`src/rtl/tcp_conn_ctrl.sv`:
```
// Passive single-connection TCP control FSM: tracks LISTEN/SYN_RCVD/ESTAB/LAST_ACK,
// rcv_nxt and snd_nxt, and issues SYN-ACK/ACK/FIN-ACK requests with retransmission.
module tcp_conn_ctrl #(
   parameter logic [15:0] LOCAL_PORT = 16'd5000,
   parameter logic [31:0] ISS        = 32'h0000_1000,
   parameter logic [23:0] RTO_CYCLES = 24'd12_500_000,
   parameter logic [1:0]  MAX_RETRY  = 2'd3
) (
   input  logic        clk,
   input  logic        rst,
   input  logic        pkt_valid_i,
   input  logic        crc_ok_i,
   input  logic [15:0] src_port_i,
   input  logic [15:0] dst_port_i,
   input  logic [31:0] seq_num_i,
   input  logic [31:0] ack_num_i,
   input  logic [5:0]  tcp_flags_i,
   input  logic [15:0] payload_len_i,
   input  logic        tx_grant_i,
   output logic        tx_req_o,
   output logic [5:0]  tx_flags_o,
   output logic [31:0] tx_seq_o,
   output logic [31:0] tx_ack_o,
   output logic [15:0] tx_dst_port_o,
   output logic [1:0]  state_o,
   output logic [31:0] rcv_nxt_o,
   output logic [15:0] drop_cnt_o
);
   typedef enum logic [1:0] {LISTEN = 2'd0, SYN_RCVD = 2'd1, ESTAB = 2'd2, LAST_ACK = 2'd3} state_t;
   typedef enum logic [1:0] {KIND_SYNACK = 2'd0, KIND_ACK = 2'd1, KIND_FINACK = 2'd2} kind_t;

   localparam logic [5:0]  FLAGS_SYNACK = 6'h12;
   localparam logic [5:0]  FLAGS_ACK    = 6'h10;
   localparam logic [5:0]  FLAGS_FINACK = 6'h11;
   localparam logic [31:0] ISS_P1       = ISS + 32'd1;
   localparam logic [31:0] ISS_P2       = ISS + 32'd2;

   state_t      state_reg, state_next;
   logic [31:0] rcv_nxt_reg, rcv_nxt_next;
   logic [31:0] snd_nxt_reg, snd_nxt_next;
   logic [1:0]  retry_reg, retry_next;
   logic [15:0] remote_port_reg;
   logic [15:0] drop_cnt_reg;
   logic [23:0] timer_reg;
   logic        timer_run_reg;
   logic        pend_reg;
   kind_t       pend_kind_reg;
   logic        tx_req_reg;
   logic [5:0]  tx_flags_reg;
   logic [31:0] tx_seq_reg;
   logic [31:0] tx_ack_reg;

   logic  accept, drop, need, timer_stop, latch_port, expired;
   logic  pend_clear, timed_next, grant_done;
   kind_t need_kind;
   logic  f_ack, f_rst, f_syn, f_fin;
   logic  unused_flags;

   assign f_ack        = tcp_flags_i[4];
   assign f_rst        = tcp_flags_i[2];
   assign f_syn        = tcp_flags_i[1];
   assign f_fin        = tcp_flags_i[0];
   assign unused_flags = tcp_flags_i[5] ^ tcp_flags_i[3];

   function automatic logic [5:0] kind_flags(input kind_t k);
      case (k)
         KIND_SYNACK: return FLAGS_SYNACK;
         KIND_FINACK: return FLAGS_FINACK;
         default:     return FLAGS_ACK;
      endcase
   endfunction

   function automatic logic [31:0] kind_seq(input kind_t k, input logic [31:0] snd);
      case (k)
         KIND_SYNACK: return ISS;
         KIND_FINACK: return ISS_P1;
         default:     return snd;
      endcase
   endfunction

   // Outside LISTEN only the latched peer may talk to us.
   assign accept = pkt_valid_i & crc_ok_i & (dst_port_i == LOCAL_PORT) &
                   ((state_reg == LISTEN) | (src_port_i == remote_port_reg));
   assign expired    = timer_run_reg & (timer_reg >= RTO_CYCLES);
   assign timed_next = (state_next == SYN_RCVD) | (state_next == LAST_ACK);
   assign pend_clear = (state_next == LISTEN);
   assign grant_done = tx_req_reg & tx_grant_i;

   always_comb begin
      state_next   = state_reg;
      rcv_nxt_next = rcv_nxt_reg;
      snd_nxt_next = snd_nxt_reg;
      retry_next   = retry_reg;
      need         = 1'b0;
      need_kind    = KIND_ACK;
      drop         = pkt_valid_i & ~accept;
      timer_stop   = 1'b0;
      latch_port   = 1'b0;
      if (accept) begin
         if (f_rst && state_reg != LISTEN) begin
            state_next = LISTEN;
            timer_stop = 1'b1;
         end else begin
            case (state_reg)
               LISTEN: begin
                  if (f_syn && !f_ack && !f_rst) begin
                     latch_port   = 1'b1;
                     rcv_nxt_next = seq_num_i + 32'd1;
                     snd_nxt_next = ISS_P1;
                     retry_next   = 2'd0;
                     need         = 1'b1;
                     need_kind    = KIND_SYNACK;
                     state_next   = SYN_RCVD;
                  end else begin
                     drop = 1'b1;
                  end
               end
               SYN_RCVD: begin
                  if (f_ack && ack_num_i == ISS_P1) begin
                     state_next = ESTAB;
                     timer_stop = 1'b1;
                  end else if (f_syn && (seq_num_i + 32'd1) == rcv_nxt_reg) begin
                     need       = 1'b1;
                     need_kind  = KIND_SYNACK;
                     timer_stop = 1'b1;
                  end else begin
                     drop = 1'b1;
                  end
               end
               ESTAB: begin
                  if (seq_num_i == rcv_nxt_reg) begin
                     rcv_nxt_next = rcv_nxt_reg + {16'd0, payload_len_i} + {31'd0, f_fin};
                     if (f_fin) begin
                        need         = 1'b1;
                        need_kind    = KIND_FINACK;
                        snd_nxt_next = ISS_P2;
                        retry_next   = 2'd0;
                        state_next   = LAST_ACK;
                     end else if (payload_len_i != 16'd0) begin
                        need = 1'b1;
                     end
                  end else begin
                     need = 1'b1;
                  end
               end
               default: begin
                  if (f_ack && ack_num_i == ISS_P2) begin
                     state_next = LISTEN;
                     timer_stop = 1'b1;
                  end else begin
                     drop = 1'b1;
                  end
               end
            endcase
         end
      end else if (expired) begin
         // A segment in the same cycle takes priority; the >= compare retries next cycle.
         timer_stop = 1'b1;
         if (retry_reg < MAX_RETRY) begin
            need       = 1'b1;
            need_kind  = (state_reg == SYN_RCVD) ? KIND_SYNACK : KIND_FINACK;
            retry_next = retry_reg + 2'd1;
         end else begin
            state_next = LISTEN;
         end
      end
   end

   always_ff @(posedge clk) begin
      if (rst) begin
         state_reg       <= LISTEN;
         rcv_nxt_reg     <= 32'd0;
         snd_nxt_reg     <= 32'd0;
         retry_reg       <= 2'd0;
         remote_port_reg <= 16'd0;
         drop_cnt_reg    <= 16'd0;
         timer_reg       <= 24'd0;
         timer_run_reg   <= 1'b0;
         pend_reg        <= 1'b0;
         pend_kind_reg   <= KIND_SYNACK;
         tx_req_reg      <= 1'b0;
         tx_flags_reg    <= 6'd0;
         tx_seq_reg      <= 32'd0;
         tx_ack_reg      <= 32'd0;
      end else begin
         state_reg   <= state_next;
         rcv_nxt_reg <= rcv_nxt_next;
         snd_nxt_reg <= snd_nxt_next;
         retry_reg   <= retry_next;
         if (latch_port)
            remote_port_reg <= src_port_i;
         if (drop && drop_cnt_reg != 16'hFFFF)
            drop_cnt_reg <= drop_cnt_reg + 16'd1;

         // An outstanding request is never retracted; new needs coalesce into the pending slot.
         if (tx_req_reg) begin
            if (tx_grant_i)
               tx_req_reg <= 1'b0;
            if (need) begin
               pend_reg      <= 1'b1;
               pend_kind_reg <= need_kind;
            end else if (pend_clear) begin
               pend_reg <= 1'b0;
            end
         end else if (need) begin
            tx_req_reg   <= 1'b1;
            tx_flags_reg <= kind_flags(need_kind);
            tx_seq_reg   <= kind_seq(need_kind, snd_nxt_next);
            tx_ack_reg   <= rcv_nxt_next;
            pend_reg     <= 1'b0;
         end else if (pend_reg && !pend_clear) begin
            tx_req_reg   <= 1'b1;
            tx_flags_reg <= kind_flags(pend_kind_reg);
            tx_seq_reg   <= kind_seq(pend_kind_reg, snd_nxt_reg);
            tx_ack_reg   <= rcv_nxt_reg;
            pend_reg     <= 1'b0;
         end else begin
            pend_reg <= 1'b0;
         end

         if (timer_stop || !timed_next) begin
            timer_run_reg <= 1'b0;
         end else if (grant_done && (tx_flags_reg == FLAGS_SYNACK || tx_flags_reg == FLAGS_FINACK)) begin
            timer_run_reg <= 1'b1;
            timer_reg     <= 24'd0;
         end else if (timer_run_reg) begin
            timer_reg <= timer_reg + 24'd1;
         end
      end
   end

   assign tx_req_o      = tx_req_reg;
   assign tx_flags_o    = tx_flags_reg;
   assign tx_seq_o      = tx_seq_reg;
   assign tx_ack_o      = tx_ack_reg;
   assign tx_dst_port_o = remote_port_reg;
   assign state_o       = state_reg;
   assign rcv_nxt_o     = rcv_nxt_reg;
   assign drop_cnt_o    = drop_cnt_reg;
endmodule

```
`config.mk`:
```
export PLATFORM = sky130hd
export DESIGN_NAME = tcp_conn_ctrl
export DESIGN_NICKNAME = d
export VERILOG_FILES = /design/src/rtl/tcp_conn_ctrl.sv
export SDC_FILE = /design/constraint.sdc
export NUM_CORES = 1
export LEC_CHECK = 0
export BUFFER_PORTS_ARGS = -buffer_cell sky130_fd_sc_hd__buf_2
export CORE_MARGIN = 5
export CORE_UTILIZATION = 54
export DETAILED_ROUTE_END_ITERATION = 8
export PLACE_DENSITY = 0.82
export SLEW_MARGIN = 10
export SYNTH_ARGS = -nofsm -noshare
export SYNTH_HDL_FRONTEND = slang
export SYNTH_SLANG_ARGS = --single-unit
```
`constraint.sdc`:
```
create_clock -name clk -period 4.8 [get_ports clk]
set_input_delay 0.24 -clock clk [delete_from_list [all_inputs] [get_ports clk]]
set_output_delay 0.24 -clock clk [all_outputs]
set_load 0.1 [all_outputs]
```
Yosys cells after proc, flatten, opt, wreduce, memory -nomap -nowiden
Cells that the tools add are included.

Output and inout bits: 137. Word-level logic and storage cells: 171. Bits of input ports: 123. Memories kept: 0. ROM bits: 0. Latch bits: 0. Memory bits (writable): 0. Register bits after elaboration: 199.

Div/mod/pow operators: 0. Muxes and demuxes: 85. Add/sub/neg operators: 6. Reductions and logical operators: 33. $lt $le $gt $ge: 2. $mul: 0. Equal/unequal tests: 20. Shift-type cells: 0. Bitwise gates (word level): 11.

Operator list (number): 32-bit 2-to-1 mux (13); 32-bit case mux with 2 select lines (4); 32-bit by 13-bit == test with 1-bit output (second input constant) (2); 32-bit == test (2); 24-bit 2-to-1 mux (2); 2-bit 2-to-1 mux (23); 1-bit 2-to-1 mux (33); 32-bit by 1-bit adder with 32-bit output (1); 32-bit by 1-bit adder with 32-bit output (second input constant) (1); 32-bit by 16-bit adder with 32-bit output (1); 24-bit by 1-bit adder with 24-bit output (second input constant) (1); 24-bit greater-or-equal comparator (second input constant) (1); 16-bit by 1-bit adder with 16-bit output (second input constant) (1); 16-bit by 13-bit == test with 1-bit output (second input constant) (1); 16-bit == test (1); 16-bit inequality test (second input constant) (1); 16-bit nonzero test (1); 6-bit by 5-bit == test with 1-bit output (second input constant) (2); 6-bit 2-to-1 mux (2); 2-bit case mux with 2 select lines (3); 2-bit case mux with 3 select lines (2); 2-bit nonzero test (6); 1-bit logical AND (9); 2-bit == test (second input constant) (4); 18 further kinds (40).

Logic depth before layout (Yosys ltp)
Gate-level depths: netlist (run 1).

Depth in word-level cells: 13. Gate-level depth with buffers: 16.

Worst setup path after synthesis (run 1)
OpenSTA, ideal clock, no wires.

Path kind: flip-flop to flip-flop. From: reg rcv_nxt_reg[25], in the netlist rcv_nxt_o[25]. To: reg tx_seq_reg[27], in the netlist tx_seq_o[27]. Buffers on the path: 3. Data arrival time: 4087 ps. Library setup time: 92 ps. Path slack: 621 ps. Data required time: 4708 ps. Period minus slack after synthesis: 4179 ps. Cell stages (with the launch flop): 14. Cell sequence: dfxtp_1 > buf_2 > xor2_1 > or4_1 > or4_4 > nor4_4 > a31oi_1 > nand4b_1 > and2_1 > a31oi_4 > nand2b_1 > buf_2 > buf_2 > o32ai_1.

Word-level cells in the longest chain between the ends: 10. Elaborated cells between the ends (all ways): 32. Those cells by class: eq/ne: 3; mux: 22; reduce/logical: 7.

Ends and longest elaborated chain: from (decl) (RTL line 39) `logic [31:0] rcv_nxt_reg, rcv_nxt_next;`; from (signal assigned) (RTL line 187) `rcv_nxt_reg <= rcv_nxt_next;`; 32-bit == test (on tied branches) (RTL line 122, 131); 1-bit logical AND or 2-bit 2-to-1 mux (tied branches) (RTL line 122, 131); 1-bit 2-to-1 mux or 2-bit case mux with 3 select lines (tied branches) (RTL line 122, 104); 1-bit 2-to-1 mux or 2-bit 2-to-1 mux (tied branches) (RTL line 119, 100); 2-bit case mux with 3 select lines or 2-bit 2-to-1 mux (tied branches) (RTL line 104, 99); 2-bit 2-to-1 mux or 2-bit zero test (tied branches) (RTL line 100, 86); 2-bit 2-to-1 mux or 1-bit zero test (tied branches) (RTL line 99, 211); 2-bit == test (tied with other cells) (RTL line 74) `case (k)`; 32-bit case mux with 2 select lines or 2-bit nonzero test (tied branches); 32-bit 2-to-1 mux or 2-bit AND reduction (tied branches); to (signal assigned) (RTL line 208) `tx_seq_reg <= kind_seq(need_kind, snd_nxt_next);`; to (signal assigned) (RTL line 214) `tx_seq_reg <= kind_seq(pend_kind_reg, snd_nxt_reg);`; to (decl) (RTL line 50) `logic [31:0] tx_seq_reg;`.

Several ways; a longest one is shown, not always the timed one. A chain may end at the register's enable or synchronous reset.

Worst setup path after layout (run 1)
From: reg rcv_nxt_reg[29], in the netlist rcv_nxt_o[29]. To: reg tx_seq_reg[6], in the netlist tx_seq_o[6].

Same word-level chain as after synthesis.

==> flow_metrics.tcl, run 1 <==
set metrics [dict create \
    overflow 0 \
    r2r_end "tx_seq_o[6]" \
    cts_resized 0 \
    fillCellCount 1964 \
    fin_nets 1899 \
    p_leak_nw 5.568 \
    rsz0062_at_grt "false" \
    ys_seq_area_share_pct 32.63 \
    synth_area_um2 12020 \
    worst-r2r-cell-count 11 \
    setup_viol 0 \
    cp_slowest_cell "nor4_4" \
    synth_seq_cells 196 \
    route.detailed.drc 0 \
    synthArstFlopShare_pct 0 \
    num_vias 12850 \
    worst_pin_slew_ns 0.8854 \
    grt_pass1_vias 11890 \
    yosysTopAreaCell "dfxtp_1" \
    cts_setup_buffers 0 \
    startpoint_type "flip-flop" \
    die_y_um 159.2 \
    hold_class "in2reg" \
    total_power_w 0.003346 \
    worstPathArrival_ns 4.54 \
    p_per_area_nw_per_um2 236.8 \
    dieArea_um2 25350 \
    n_antenna_cell 0 \
    dp_hpwl_um 30760 \
    cts_buffers 17 \
    grt_max_degree 88 \
    fin_skew_ns 0.01359 \
    avgSynthCellArea_um2 7.813 \
    maxSlewHeadroom_pct 40.91 \
    worstReg2RegStart "rcv_nxt_o[29]" \
    fin_tns_setup_ns 0 \
    track_usage_pct 30.16 \
    antenna_found_initial 0 \
    peakVddDrop_mv 0.2488 \
    htreeDepth 4 \
    cts_sinks 196 \
    hold_viol 0 \
    period_share_pct 87.67 \
    clk_latency_ns 0.45 \
    post_drt_via_cell_ratio 6.276 \
    dieWidth_um 159.2 \
    syn_inst 1539 \
    worstPathRequired_ns 5.13 \
    crit_path_cell_trace "xor2_1 > or4_1 > a2111o_1 > nor4_4 > a31oi_1 > nand4b_1 > and2_1 > a31oi_4 > nand2b_2 > buf_12 > o32ai_1" \
    ys_types 83 \
    synth_flop_cell "dfxtp_1" \
    synth_edf_count 0 \
    end_kind "flip-flop" \
    yosysWarnings 0 \
    syn_to_final_growth_pct 17.49 \
    pin_count 260 \
    ant_nets 0 \
    holdPathStages 3 \
    multi_input_area_um2 7400 \
    cts_tree "yes" \
    worst-setup-path-type "reg2reg" \
    r2r_slack_ns 0.59 \
    seqCellArea_um2 3924 \
    outcome "finished clean" \
    crit_buf_inv 1 \
    rows 54 \
    routed_wl_um 40620 \
    max_freq_mhz 237.6 \
    core_area_um2 21890 \
    grt_first_pass_wirelength_um 63280 \
    synth_most_common_cell "dfxtp_1" \
    critPathMaxFanout 31 \
    routedWlPerCell_um 19.84 \
    port_buffers 254 \
    ys_top_cells_by_count "196 x dfxtp_1, 144 x nand2_1, 114 x nor2_1" \
    ctsHoldBuffers 0 \
    start_util_pct 54.93 \
    synth_top_area_share_pct 32.63 \
    clk_path_buf_depth 2 \
    critPathTopFamily "simple AND/OR/NAND/NOR gates" \
    max_stage_delay_ns 0.55 \
    drv_slew 0 \
    drtIter0Drc 1444 \
    dr.pass1.iters 6 \
    clk_pin_slew_ns 0.08 \
    min_from "src_port_i[8]" \
    fin_crit_ns 4.208 \
    clock-root-buffer "clkbuf_16" \
    drive_above_1_share_pct 20.26 \
    cap_violations 0 \
    min_to "tx_dst_port_o[8]" \
    gp_congestion 1.009 \
    synth_area_leaders "dfxtp_1 33%, nand2_1 4.5%, xor2_1 4.2%, a21oi_1 4.1%, xnor2_1 3.9%" \
]
-- area by class of cell --
cell class,count,area share [%]
inverters,84,2.232
well taps,280,2.480
clock buffers,19,3.135
repair buffers,290,11.02
clock inverters,13,0.9831
multi-input cells,1165,52.38
flip-flops and latches,196,27.77
-- kinds of logic (layout without fill, tap and decap cells) --
logic type / count (synthesis) / in the layout / synth area share (%)
simple gates: 629 / 629 / 27.55
compound gates: 376 / 376 / 21.25
flops: 196 / 196 / 32.63
buf+inv: 180 / 406 / 6.004
xor+xnor: 112 / 112 / 8.158
mux: 23 / 23 / 1.956
fa+ha+maj: 22 / 22 / 2.414
other cells: 1 / 3 / 0.03119
-- layer usage --
| metal | routed length (µm) | global-route usage [%] | share of wire (%) | up-vias |
|---|---|---|---|---|
| li1 | - | - | - | 6022 |
| met1 | 16470 | 40.70 | 41 | 6088 |
| met2 | 19240 | 48.60 | 47 | 647 |
| met3 | 3597 | 5.281 | 8.9 | 89 |
| met4 | 1312 | 10.93 | 3.2 | 0 |
| met5 | 0 | 0 | 0 | - |
-- worst max-delay path by stage --
stage	from	end	slack, ns	depth (start not counted)
6_report	rcv_nxt_o[29]	tx_seq_o[6]	0.59	11
5_1_grt	rcv_nxt_o[0]	tx_seq_o[6]	0.43	11
4_1_cts	rcv_nxt_o[2]	tx_seq_o[6]	0.66	11
3_5_place_dp	seq_num_i[0]	tx_seq_o[6]	0.63	13
3_3_place_gp	seq_num_i[0]	tx_ack_o[2]	0.74	13
2_1_floorplan	rcv_nxt_o[25]	tx_seq_o[27]	0.62	13
-- metrics by stage --
step / hold slack [ns] / worst slack (ns) / util [%] / instances / instance area (µm²)
after detailed placement: 0.4368 / 0.6285 / 61.88 / 2015 / 13550
after global routing: 0.05330 / 0.4255 / 64.53 / 2047 / 14130
after global placement: 0.4308 / 0.7352 / 61.88 / 2015 / 13550
after floorplan: 0.3805 / 0.6205 / - / 1541 / 12030
after CTS: 0.04523 / 0.6617 / 64.53 / 2047 / 14130
final: 0.05083 / 0.5919 / 64.53 / 2047 / 14130
-- tightest hold or removal path: cells and delay by family --
kind                   cells  cell delay [ns]
AOI/OAI and AO/OA          1             0.06
buffers and inverters      1             0.11
and+or+nand+nor            1             0.05
-- where the power goes --
part	total, W	switching, W	internal (W)
clock network	0.00143	0.000675	0.000752
registers	0.00163	0.00000280	0.00163
logic	0.000290	0.000187	0.000103
-- cell usage in the layout (no fill, tap or decap), drive strengths merged, types with 23 or more instances in the layout --
cell    synthesis  routed
nand2         144     144
o32ai          37      37
dfxtp         196     196
inv            83      91
nor2          115     115
nand4          40      40
or4            23      23
a21oi         100     100
nor3           68      68
xnor2          54      54
nand3          51      51
o21ai          63      63
xor2           58      58
nand2b         33      33
buf            24     290
nor4           24      24
or3            26      26
Note: power is estimated with default switching activity, not from simulation.
==> run 2: changes to the inputs <==
--- a/config.mk
+++ b/config.mk
@@ -6,11 +6,15 @@
 export NUM_CORES = 1
 export LEC_CHECK = 0
 export BUFFER_PORTS_ARGS = -buffer_cell sky130_fd_sc_hd__buf_2
+export CELL_PAD_IN_SITES_DETAIL_PLACEMENT = 0
+export CELL_PAD_IN_SITES_GLOBAL_PLACEMENT = 1
 export CORE_MARGIN = 5
-export CORE_UTILIZATION = 54
+export CORE_UTILIZATION = 40
 export DETAILED_ROUTE_END_ITERATION = 8
-export PLACE_DENSITY = 0.82
+export GPL_TIMING_DRIVEN = 0
+export PLACE_DENSITY = 0.83
 export SLEW_MARGIN = 10
 export SYNTH_ARGS = -nofsm -noshare
 export SYNTH_HDL_FRONTEND = slang
 export SYNTH_SLANG_ARGS = --single-unit
+export TNS_END_PERCENT = 100
==> run 2 against run 1 <==
Effect of this change:
- count of clock-buffer cells in the layout fell by 2
- core utilization fell by 16 points
- sequential power about the same
- cell count is 7.8% higher
- combinational power is 4% higher
- via count rose by 0.98%
- critical path type unchanged
- critical endpoint is now tx_ack_o[31]
- highest routed layer unchanged
==> flow_metrics.tcl, run 2 (same netlist as run 1, synthesis figures left out) <==
set metrics [dict create \
    ctsHoldBuffers 0 \
    post_dp_cell_area_um2 13740 \
    antenna_found_initial 0 \
    critPathTopFamily "simple AND/OR/NAND/NOR gates" \
    ant_nets 0 \
    grt_pass1_vias 12160 \
    pin_count 260 \
    dieArea_um2 33630 \
    r2r_end "tx_ack_o[31]" \
    core_area_um2 29640 \
    dr.pass1.iters 6 \
    busiest_layer "met2" \
    outcome "finished clean" \
    clk_latency_ns 0.46 \
    stdcell_area_um2 14410 \
    met1_usage_pct 36.49 \
    drv_slew 0 \
    start_util_pct 40.57 \
    p_per_area_nw_per_um2 243.0 \
    grt_max_degree 26 \
    overflow 0 \
    worstPathRequired_ns 5.11 \
    clk_pin_slew_ns 0.10 \
    worstSetupStartpoint "rcv_nxt_o[7]" \
    rsz0062_at_grt "false" \
    cp_slowest_cell "or4_1" \
    cts_tree "yes" \
    max_stage_delay_ns 0.61 \
    drive_above_1_share_pct 18.28 \
    fin_skew_ns 0.02515 \
    worst-setup-path-type "reg2reg" \
    worstReg2RegStart "rcv_nxt_o[7]" \
    hold_class "in2reg" \
    crit_path_cell_trace "clkbuf_1 > xor2_1 > or4_1 > a2111o_1 > nor4_4 > nand2_1 > a21oi_2 > nand2_1 > buf_2 > buf_2 > mux2i_1 > o22ai_1" \
    cap_violations 0 \
    syn_to_final_growth_pct 19.85 \
    worst_slack_ns 0.1886 \
    worstPathArrival_ns 4.93 \
    r2r_slack_ns 0.19 \
    clk_path_buf_depth 2 \
    route.detailed.drc 0 \
    routedWlPerCell_um 20.87 \
    gp_congestion 0.9420 \
    drtIter0Drc 1166 \
    dp_hpwl_um 36200 \
    cp.depth 12 \
    dieWidth_um 183.4 \
    maxSlewHeadroom_pct 26.36 \
    routed_wl_um 46050 \
    post_drt_via_cell_ratio 5.880 \
    cts_sinks 196 \
    num_vias 12970 \
    crit_path_end "tx_ack_o[31]" \
    track_usage_pct 26.28 \
    pre_cts_slack_ns -0.1892 \
    port_buffers 242 \
    fin_crit_ns 4.611 \
    n_antenna_cell 0 \
    fin_nets 1948 \
    rows 63 \
    startpoint_type "flip-flop" \
    globalRouteMet3Util_pct 3.273 \
    critPathMaxFanout 10 \
    worst_pin_slew_ns 1.097 \
    hold_viol 0 \
    max_freq_mhz 216.9 \
    setup_viol 0 \
    period_share_pct 96.07 \
    crit_buf_inv 3 \
    holdWs_ns 0.03133 \
    instances_no_fill 2206 \
    htreeDepth 4 \
    cts_buffers 17 \
    post-place-cells 2174 \
    p_leak_nw 5.549 \
    die_y_um 183.4 \
    grt_first_pass_wirelength_um 70280 \
    mostFrequentLayoutCells "258 x buf_2, 196 x dfxtp_1, 144 x nand2_1" \
    peakVddDrop_mv 0.2413 \
    grtUsageMet2_pct 43.48 \
    clock-root-buffer "clkbuf_16" \
    layout_commonest_cell "buf_2" \
    worst-r2r-cell-count 12 \
    end_kind "flip-flop" \
]
-- run 2: through the flow --
| stage | total power (W) | util (%) | TNS [ns] |
|---|---|---|---|
| finish | 0.003502 | 48.62 | 0 |
| global route | 0.003609 | 48.62 | 0 |
| CTS | 0.003517 | 48.56 | 0 |
| detailed placement | 0.001964 | 46.37 | -0.1892 |
| global placement | 0.001963 | 46.33 | -3.387 |
| floorplan | 0.001839 | - | 0 |
-- run 2: layout make-up --
type / instances / area [µm²]
Clock inverter: 15 / 222.7
Sequential cell: 196 / 3924
Clock buffer: 17 / 425.4
Timing Repair Buffer: 243 / 1219
Tap cell: 390 / 488.0
Multi-Input combinational cell: 1165 / 7410
Buffer: 96 / 407.9
Fill cell: 3071 / 15230
Inverter: 84 / 315.3
-- run 2: worst reg2reg max path: stages (launching register included) --
cell and delay, ns:
dfxtp_1 0.38, clkbuf_1 0.36, xor2_1 0.12, or4_1 0.61
a2111o_1 0.52, nor4_4 0.53, nand2_1 0.13, a21oi_2 0.43
nand2_1 0.19, buf_2 0.28, buf_2 0.27, mux2i_1 0.49
o22ai_1 0.16
-- run 2: report_power, final --
| group | switching [W] | internal [W] |
|---|---|---|
| Combinational | 0.000196 | 0.000106 |
| Sequential | 0.00000323 | 0.00163 |
| Clock | 0.000822 | 0.000749 |
-- run 2: worst min path at each step --
stage	start	end	slack, ns	cells after the start
2_1_floorplan	src_port_i[0]	tx_dst_port_o[0]	0.38	2
3_3_place_gp	snd_nxt_reg[27]	snd_nxt_reg[27]	0.43	2
3_5_place_dp	snd_nxt_reg[22]	snd_nxt_reg[22]	0.44	2
4_1_cts	src_port_i[11]	tx_dst_port_o[11]	0.02	3
5_1_grt	src_port_i[10]	tx_dst_port_o[10]	0.03	3
6_report	src_port_i[7]	tx_dst_port_o[7]	0.03	3
-- run 2: layer usage --
layer  routed length (µm)  up-vias
met5                    0        -
met4                  954        0
met3                 3047       58
met2                21860      477
met1                20190     6277
li1                     -     6160
-- run 2: timing repair --
item | 4_1_cts | 5_1_grt
setup endpoints to repair | 0 | 15
gates resized for setup | 0 | 5
setup buffers | 0 | 0
==> run 3: changes to the inputs <==
--- a/config.mk
+++ b/config.mk
@@ -13,6 +13,7 @@
 export DETAILED_ROUTE_END_ITERATION = 8
 export GPL_TIMING_DRIVEN = 0
 export PLACE_DENSITY = 0.83
+export REMOVE_ABC_BUFFERS = 1
 export SLEW_MARGIN = 10
 export SYNTH_ARGS = -nofsm -noshare
 export SYNTH_HDL_FRONTEND = slang
==> run 3 against run 2 <==
Effect of this change:
- flip-flop and latch count is the same
- highest routed layer is now met5
- sequential share of layout area grew 0.12 points
- global-route usage shrank 1.8 points
- non-clock buffer count shrank 67
- worst setup slack gained 0.086 ns
- largest cell class unchanged
- largest power group unchanged
- core utilization shrank 0.21 points
- routed wire length shrank 6.9%
- fmax grew 1.9%
- combinational power shrank 5%
- clock power shrank 3%
- cell count shrank 2.9%
- clock skew shrank 0.013 ns
==> flow_metrics.tcl, run 3 (same netlist as run 1, synthesis figures left out) <==
set metrics [dict create \
    outcome "finished clean" \
    cts_buffers 17 \
    start_util_pct 40.57 \
    hold_class "in2reg" \
    p_seq_share_pct 47.3 \
    post_drt_via_cell_ratio 5.901 \
    gp_congestion 0.9745 \
    p_switching_w 0.0008960 \
    cap_violations 0 \
    worst-setup-path-type "in2reg" \
    peakVddDrop_mv 0.2054 \
    grt_max_degree 108 \
    clk_pin_slew_ns 0.07 \
    routed_wl_um 42860 \
    holdPathStages 3 \
    worstPathRequired_ns 5.11 \
    min_to "tx_dst_port_o[6]" \
    drive_above_1_share_pct 19.92 \
    cts_sinks 196 \
    rsz0062_at_grt "false" \
    dieWidth_um 183.4 \
    pre_cts_slack_ns -0.7804 \
    htreeDepth 4 \
    sw_frac_of_total_pct 26.03 \
    startpoint_type "primary input" \
    fin_nets 1884 \
    grt_first_pass_wirelength_um 66190 \
    r2r_end "tx_seq_o[8]" \
    hold_viol 0 \
    rows 63 \
    worst_pin_slew_ns 1.134 \
    post_dp_cell_area_um2 13590 \
    mostFrequentLayoutCells "254 x buf_2, 196 x dfxtp_1, 143 x nand2_1" \
    fin_crit_ns 4.525 \
    port_buffers 254 \
    grt_pass1_vias 11850 \
    worstPathArrival_ns 4.83 \
    syn_to_final_growth_pct 19.34 \
    period_share_pct 94.27 \
    ant_nets 0 \
    dieArea_um2 33630 \
    p_leak_nw 5.532 \
    cts_tree "yes" \
    critPathMaxFanout 15 \
    track_usage_pct 24.53 \
    antenna_found_initial 6 \
    overflow 0 \
    setup_viol 0 \
    clk_latency_ns 0.45 \
    stdcell_area_um2 14350 \
    comb_power_share_pct 8.3 \
    worst_slack_ns 0.2749 \
    fillCellCount 3010 \
    worst-r2r-cell-count 12 \
    fin_skew_ns 0.01212 \
    core_area_um2 29640 \
    routedWlPerCell_um 20.00 \
    end_kind "flip-flop" \
    p_clk_share_pct 44.3 \
    dp_hpwl_um 31050 \
    worstReg2RegStart "rcv_nxt_o[25]" \
    r2r_slack_ns 0.30 \
    ctsHoldBuffers 0 \
    utilization_pct 48.42 \
    num_vias 12650 \
    route.detailed.drc 0 \
    drtIter0Drc 1059 \
    maxSlewHeadroom_pct 23.36 \
    drv_slew 0 \
    fin_tns_setup_ns 0 \
    clk_path_buf_depth 2 \
    power.internal_w 0.002547 \
    p_per_area_nw_per_um2 239.9 \
    clock-root-buffer "clkbuf_16" \
    pin_count 260 \
    dr.pass1.iters 8 \
    min_from "src_port_i[6]" \
    max_freq_mhz 221.0 \
    layout_commonest_cell "buf_2" \
    die_y_um 183.4 \
]
## run 3: cell types whose count changed in the layout (fill, tap and decap cells not counted), moves of 3 or more
| cell | change |
|---|---|
| clkbuf_1 | -71 |
| inv_12 | -8 |
| buf_4 | +6 |
| buf_2 | -4 |
| buf_1 | -3 |
| buf_16 | +3 |
| clkinv_2 | +3 |
| nor2_1 | -3 |
| nor2_2 | +3 |
## run 3: area by class of cell
cell class              instances  area, µm²  area share [%]
well taps                     390      488.0           3.400
flip-flops and latches        196       3924           27.34
clock inverters                13      170.2           1.186
repair buffers                272       1506           10.50
inverters                      84      315.3           2.197
multi-input cells            1168       7491           52.20
diodes                          1      2.502         0.01744
clock buffers                  19      452.9           3.156
## run 3: power by group through the flow
stage | registers [W] | clock network, W | logic (W)
after detailed placement | 0.00167 | 0 | 0.000283
final | 0.00163 | 0.00153 | 0.000287
after floorplan | 0.00168 | 0 | 0.000129
after global routing | 0.00163 | 0.00162 | 0.000311
after CTS | 0.00163 | 0.00155 | 0.000284
after global placement | 0.00167 | 0 | 0.000277
## run 3: worst max-delay path by stage
stage / from / end / slack (ns)
6_report: seq_num_i[0] / tx_seq_o[8] / 0.27
5_1_grt: tx_dst_port_o[6] / drop_cnt_o[13] / 0.02
4_1_cts: rcv_nxt_o[25] / tx_ack_o[16] / 0.03
3_5_place_dp: seq_num_i[0] / tx_seq_o[8] / -0.78
3_3_place_gp: src_port_i[6] / tx_seq_o[23] / -3.11
2_1_floorplan: rcv_nxt_o[12] / tx_seq_o[10] / -1.20
## run 3: metrics by stage
stage,std cells,power (W),hold WS (ns)
floorplan,1445,0.001809,0.3091
global placement,2089,0.001944,0.4312
detailed placement,2097,0.001950,0.4378
CTS,2136,0.003467,0.03679
global route,2143,0.003562,0.04118
finish,2143,0.003443,0.04824
## run 3: repair_timing
item,in CTS,in global routing
setup buffers,4,6
gates cloned,3,0
endpoints found under the setup margin,61,41
pin swaps,4,2
hold endpoints to repair,0,0
resized for setup,3,3
## run 3: metal layers
metal	vias to the layer above	wire, µm	part of all wire [%]	global-route usage [%]
li1	6033	-	-	-
met4	10	1168	2.7	8.045
met5	-	67	0.16	0
met2	522	19540	46	38.93
met3	90	2998	7.0	4.542
met1	5991	19090	45	33.74
## run 3: worst max-delay path, stage by stage
cell,delay (ns)
buf_2,0.16
ha_1,0.44
and2_1,0.22
and4_1,0.56
nand4_1,0.21
nor2b_1,0.20
nor4bb_1,0.36
nor4bb_1,0.40
and4_1,0.92
nor2_1,0.38
a31oi_4,0.57
o32ai_1,0.15
